`src/rtl/boolean_coefficient_loader.sv`:
```
`default_nettype none
// +---------------------------------------------------------------------------+
// | Module   : boolean_coefficient_loader                                     |
// | Purpose  : Host-side writer for the solver's boolean coefficient bus.     |
// |            Coefficient words arrive over a valid/ready stream and are     |
// |            assembled into a shadow register. The complete                 |
// |            2*NUM_BOOL_VARS-bit vector is then committed in a single       |
// |            cycle, so the solver never sees a partially loaded set.        |
// | Ports    : clk, reset (sync, active-high)                                 |
// |            in_start  - 1-cycle pulse, begins a new load (any state)       |
// |            in_data / in_valid / out_ready - word stream handshake         |
// |            out_boolean_coefficients - committed set, to the solver        |
// |            out_coefficients_valid   - committed set is complete/current   |
// |            out_busy      - high while loading or committing               |
// |            out_load_done - 1-cycle pulse after the commit edge            |
// | Options  : COEFF_PARITY_EN - adds in_parity (even parity over in_data)   |
// |            and sticky out_parity_error; a bad word aborts the load.      |
// | Revision : 1.0 - initial release                                          |
// +---------------------------------------------------------------------------+

`ifndef NUMBER_OF_BOOLEAN_VARIABLES
`define NUMBER_OF_BOOLEAN_VARIABLES 8
`endif

module boolean_coefficient_loader #(
  parameter int NUM_BOOL_VARS = `NUMBER_OF_BOOLEAN_VARIABLES,
  parameter int WORD_WIDTH    = 8
) (
  input  logic                       clk,
  input  logic                       reset,
  input  logic                       in_start,
  input  logic [WORD_WIDTH-1:0]      in_data,
  input  logic                       in_valid,
`ifdef COEFF_PARITY_EN
  input  logic                       in_parity,
  output logic                       out_parity_error,
`endif
  output logic                       out_ready,
  output logic [2*NUM_BOOL_VARS-1:0] out_boolean_coefficients,
  output logic                       out_coefficients_valid,
  output logic                       out_busy,
  output logic                       out_load_done
);

  localparam int TOTAL = 2 * NUM_BOOL_VARS;
  localparam int WORDS = (TOTAL + WORD_WIDTH - 1) / WORD_WIDTH;
  localparam int CNT_W = $clog2(WORDS) + 1;
  localparam logic [CNT_W-1:0] LAST_IDX = CNT_W'(WORDS - 1);

  localparam logic [1:0] S_IDLE   = 2'd0;
  localparam logic [1:0] S_LOAD   = 2'd1;
  localparam logic [1:0] S_COMMIT = 2'd2;

  logic [1:0]       state_q, state_d;
  logic [CNT_W-1:0] cnt_q, cnt_d;
  logic [TOTAL-1:0] shadow_q, shadow_d;
  logic [TOTAL-1:0] coeff_q, coeff_d;
  logic             cvalid_q, cvalid_d;
  logic             done_q, done_d;

  logic w_accept;
  logic w_par_bad;

  assign w_accept = in_valid && (state_q == S_LOAD);

`ifdef COEFF_PARITY_EN
  logic perr_q, perr_d;
  // Even parity: the parity bit equals the XOR of the data bits.
  assign w_par_bad        = (in_parity != ^in_data);
  assign out_parity_error = perr_q;
`else
  assign w_par_bad = 1'b0;
`endif

  // ---------------------------------------------------------------- state reg
  always_ff @(posedge clk) begin
    if (reset) begin
      state_q <= S_IDLE;
    end else begin
      state_q <= state_d;
    end
  end

  // --------------------------------------------------------------- next state
  always_comb begin
    state_d = state_q;
    if (in_start) begin
      // Restart wins over everything, including a word presented this cycle.
      state_d = S_LOAD;
    end else begin
      case (state_q)
        S_IDLE:   state_d = S_IDLE;
        S_LOAD: begin
          if (w_accept) begin
            if (w_par_bad) begin
              state_d = S_IDLE;
            end else if (cnt_q == LAST_IDX) begin
              state_d = S_COMMIT;
            end
          end
        end
        S_COMMIT: state_d = S_IDLE;
        default:  state_d = S_IDLE;
      endcase
    end
  end

  // ------------------------------------------------------------ state outputs
  always_comb begin
    out_ready = (state_q == S_LOAD);
    out_busy  = (state_q != S_IDLE);
  end

  // ---------------------------------------------------------- datapath next
  always_comb begin
    cnt_d    = cnt_q;
    shadow_d = shadow_q;
    coeff_d  = coeff_q;
    cvalid_d = cvalid_q;
    done_d   = 1'b0;
`ifdef COEFF_PARITY_EN
    perr_d   = perr_q;
`endif
    if (in_start) begin
      cnt_d    = '0;
      shadow_d = '0;
      cvalid_d = 1'b0;
`ifdef COEFF_PARITY_EN
      perr_d   = 1'b0;
`endif
    end else if (w_accept) begin
      if (w_par_bad) begin
`ifdef COEFF_PARITY_EN
        perr_d = 1'b1;
`endif
        cnt_d  = '0;
      end else begin
        // Bit b of the vector lives in word b/WORD_WIDTH; bits of the last
        // word that fall beyond TOTAL-1 simply have no destination.
        for (int b = 0; b < TOTAL; b++) begin
          if (cnt_q == CNT_W'(b / WORD_WIDTH)) begin
            shadow_d[b] = in_data[b % WORD_WIDTH];
          end
        end
        cnt_d = cnt_q + CNT_W'(1);
      end
    end else if (state_q == S_COMMIT) begin
      coeff_d  = shadow_q;
      cvalid_d = 1'b1;
      done_d   = 1'b1;
    end
  end

  // ---------------------------------------------------------- datapath regs
  always_ff @(posedge clk) begin
    if (reset) begin
      cnt_q    <= '0;
      shadow_q <= '0;
      coeff_q  <= '0;
      cvalid_q <= 1'b0;
      done_q   <= 1'b0;
`ifdef COEFF_PARITY_EN
      perr_q   <= 1'b0;
`endif
    end else begin
      cnt_q    <= cnt_d;
      shadow_q <= shadow_d;
      coeff_q  <= coeff_d;
      cvalid_q <= cvalid_d;
      done_q   <= done_d;
`ifdef COEFF_PARITY_EN
      perr_q   <= perr_d;
`endif
    end
  end

  assign out_boolean_coefficients = coeff_q;
  assign out_coefficients_valid   = cvalid_q;
  assign out_load_done            = done_q;

endmodule

`default_nettype wire
```
`config.mk`:
```
export PLATFORM = sky130hd
export DESIGN_NAME = boolean_coefficient_loader
export DESIGN_NICKNAME = d
export VERILOG_FILES = /design/src/rtl/boolean_coefficient_loader.sv
export SDC_FILE = /design/constraint.sdc
export NUM_CORES = 1
export LEC_CHECK = 0
export CAP_MARGIN = 20
export CORE_MARGIN = 8
export CORE_UTILIZATION = 30
export CTS_CLUSTER_DIAMETER = 100
export DETAILED_ROUTE_END_ITERATION = 10
export GPL_TIMING_DRIVEN = 1
export PLACE_DENSITY_LB_ADDON = 0.08
export SETUP_SLACK_MARGIN = 0.4
export SYNTH_ARGS = -nofsm -noshare
export SYNTH_HDL_FRONTEND = slang
export SYNTH_SLANG_ARGS = --single-unit
```
`constraint.sdc`:
```
create_clock -name clk -period 1.8 [get_ports clk]
set_clock_uncertainty 0.2 [all_clocks]
set_input_delay 0.18 -clock clk [delete_from_list [all_inputs] [get_ports clk]]
set_output_delay 0.18 -clock clk [all_outputs]
set_load 0.005 [all_outputs]
```
==> qor.txt <==
Die X - 92.7 um
total power - 1.56 mW
DR top layer - met4
Synth cell types - 23
syn nets - 177
Clock Tree Buf Depth - 2
share of cells above drive strength 1 - 0.178
fill count - 585
Buffers on Ports - 31
Die Y-Extent - 92.7 um
hold_ws - 0.262 ns
DRT met1 WL - 1.97 mm
met3 wire len - 185 um
All-Layer GR Usage - 0.0964
# nets final - 216
sequential share of power - 0.546
clock latency on the worst-skew pair - 0.28 ns
Setup crit end kind - flip-flop
Static Leak - 0.980 nW
Reg-to-Reg Start - state_q[0]
worst path arrival time - 1.45 ns
# diodes - 0
clk sinks - 38
# IOs - 32
wire length per cell - 15.1 um
Fin. Hold Viols - 0
crit path time final - 1.43 ns
core area - 0.00582 mm2
slowest stage delay, CP - 0.35 ns
worst hold endpoint - state_q[1]
max-slew violation count - 0
Sw Ratio - 0.227
Hold Crit Class - primary input to flip-flop
FF-to-FF End - out_boolean_coefficients[6]
startpoint type of the worst setup path - flip-flop
initial antenna violation count - 0
NetSw - 356 uW
Overflow after GRT - 0
Seq/Total Area, Yosys - 0.432
crit-path most repeated cell - buf_6
Die ar. - 0.00859 mm2
CTS clk-pin slew, worst paths - 0.07 ns
GP Congestion - 0.663
Post-Syn Instances - 163
Multi-input gate area - 933 um2
final WL - 4.17 mm
R2R depth - 5
vias per inst - 4.50
slew at the pin closest to its max-slew limit - 0.245 ns
RSZ-0062 raised after global routing - true
register area - 772 um2
Int Power - 1.21 mW
Max-slew headroom - 0.836
outcome - finished clean
H-tree Lvls - 2
final setup TNS - 0 ns
ranking of synthesized cells by area - dfxtp_1 (43%), mux2i_1 (18%), or3b_1 (12%), nand2b_1 (11%), buf_6 (2.6%)
Final period util - 0.795
max-cap violations - 0
Worst Path Class, Setup - flip-flop to flip-flop
Clk pwr share - 0.354
drt pass-1 iters - 3
Starting DRT DRC Count - 38
post-route setup slack - 0.369 ns
synthesized flop and latch total - 38
hold-critical path depth - 3
share of the synthesized area in the top cell type - 0.432
Gate power share - 0.100
hold path startpoint - reset
CP Cell Sequence - buf_6 > nor3b_4 > buf_6 > clkbuf_16 > mux2i_1
P&R area growth vs syn - 38.6%
Max rail drop VDD - 0.345 mV
Post-Syn Area - 0.00176 mm2
post-route DRC violation count - 0
CP max stage cell - dfxtp_4
Avg Synthesized Cell Area - 10.8 um2
Std-Cell Rows - 28
Synth warnings - 0
pwr/cell area - 640 mW/mm2
met2 WL - 1.95 mm
vias in the first global route - 1347
Vias - 1247
CTS tree - done
area leader, netlist - dfxtp_1
post-route ant nets - 0
Max Clk Rate - 699 MHz
global-route wire length before repair - 6.54 mm
hpwl dp - 2.38 mm
Final Setup Violations - 0
Initial Util - 0.303
FF-to-FF setup slack - 0.37 ns
Max FO, Critical Path - 4
largest net degree at the start of global routing - 65
Clock Tree Root - clkbuf_8
pre-CTS WS - 0.0685 ns
Worst Path Required - 1.81 ns
total CTS buffers - 5
==> synth_stat cells <==
| master | number |
|---|---|
| a22o_1 | 1 |
| a31o_1 | 1 |
| and2_1 | 1 |
| and3b_1 | 1 |
| and4b_1 | 1 |
| buf_2 | 6 |
| buf_4 | 1 |
| buf_6 | 4 |
| clkbuf_1 | 3 |
| dfxtp_1 | 38 |
| ha_1 | 2 |
| inv_1 | 3 |
| mux2_2 | 2 |
| mux2i_1 | 32 |
| nand2b_1 | 32 |
| nand4b_1 | 1 |
| nor2_1 | 1 |
| nor2b_1 | 2 |
| nor3_1 | 2 |
| nor3b_1 | 3 |
| nor3b_2 | 1 |
| or2_2 | 1 |
| or3b_1 | 24 |
==> through the flow <==
stage | utilization | area (um2) | cells
2_1_floorplan | - | 1760 | 163
3_3_place_gp | 0.370 | 2150 | 260
3_5_place_dp | 0.370 | 2150 | 260
4_1_cts | 0.398 | 2310 | 273
5_1_grt | 0.420 | 2440 | 277
6_report | 0.420 | 2440 | 277
==> cell usage in the layout, fill, tap and decap left out, types with 2 or more instances in the layout <==
| master | instances |
|---|---|
| dfxtp_1 | 33 |
| mux2i_1 | 32 |
| mux2_2 | 2 |
| nor3_1 | 2 |
| nand2b_1 | 32 |
| buf_4 | 2 |
| nor3b_1 | 3 |
| dfxtp_2 | 3 |
| ha_4 | 2 |
| clkbuf_16 | 3 |
| buf_12 | 3 |
| clkbuf_8 | 5 |
| clkbuf_1 | 2 |
| inv_4 | 2 |
| or3b_1 | 24 |
| dfxtp_4 | 2 |
| clkdlybuf4s50_1 | 9 |
| dlygate4sd2_1 | 19 |
| buf_6 | 6 |
==> power by group through the flow <==
stage / clock network (mW) / logic (mW) / registers (mW)
2_1_floorplan: 0 / 0.0778 / 0.872
3_3_place_gp: 0 / 0.126 / 0.874
3_5_place_dp: 0 / 0.128 / 0.875
4_1_cts: 0.585 / 0.145 / 0.853
5_1_grt: 0.618 / 0.169 / 0.855
6_report: 0.554 / 0.157 / 0.854
==> repair_timing <==
item                                   in CTS  in global routing
setup endpoints to repair                  52                 37
pin swaps                                   1                  2
endpoints found under the hold margin       0                  0
cloned                                      2                  3
buffers inserted                            4                  1
hold buffers                                0                  0
resized for setup                          32                 19
==> area by class of cell <==
type	count	area share
clock buffers	7	0.0312
inverters	3	0.00666
multi-input cells	108	0.382
flip-flops and latches	38	0.316
well taps	75	0.0384
repair buffers	46	0.226
==> kinds of logic after synthesis <==
logic type      share of synthesized area
compound gates                    0.00994
buf+inv                            0.0596
fa+ha+maj                          0.0142
simple gates                        0.290
mux                                 0.194
flops                               0.432
==> routing by layer <==
layer  vias up  global-route usage
li1        642                   -
met3         8              0.0372
met1       576               0.107
met5         -                   0
met2        21               0.162
met4         0              0.0389
==> state kept, by name (all words and copies together), names as in the netlist <==
signal                    flops
out_boolean_coefficients     16
shadow_q                     16
cnt_q                         2
state_q                       2
out_coefficients_valid        1
out_load_done                 1
==> worst max-delay path, delay by kind of cell, from the launching register on <==
family,cells,cell delay (ns)
buffers and inverters,3,0.40
DFF,1,0.35
muxes,1,0.17
and+or+nand+nor,1,0.23
==> worst max path at each step <==
stage,slack [ns],start,to
floorplan,0.46,cnt_q[0],cnt_q[1]
global placement,0.11,in_start,out_boolean_coefficients[2]
detailed placement,0.07,in_start,out_boolean_coefficients[0]
CTS,0.36,state_q[0],out_ready
global route,0.31,state_q[0],out_boolean_coefficients[10]
finish,0.37,state_q[0],out_boolean_coefficients[6]
(Power assumes the default switching activity.)
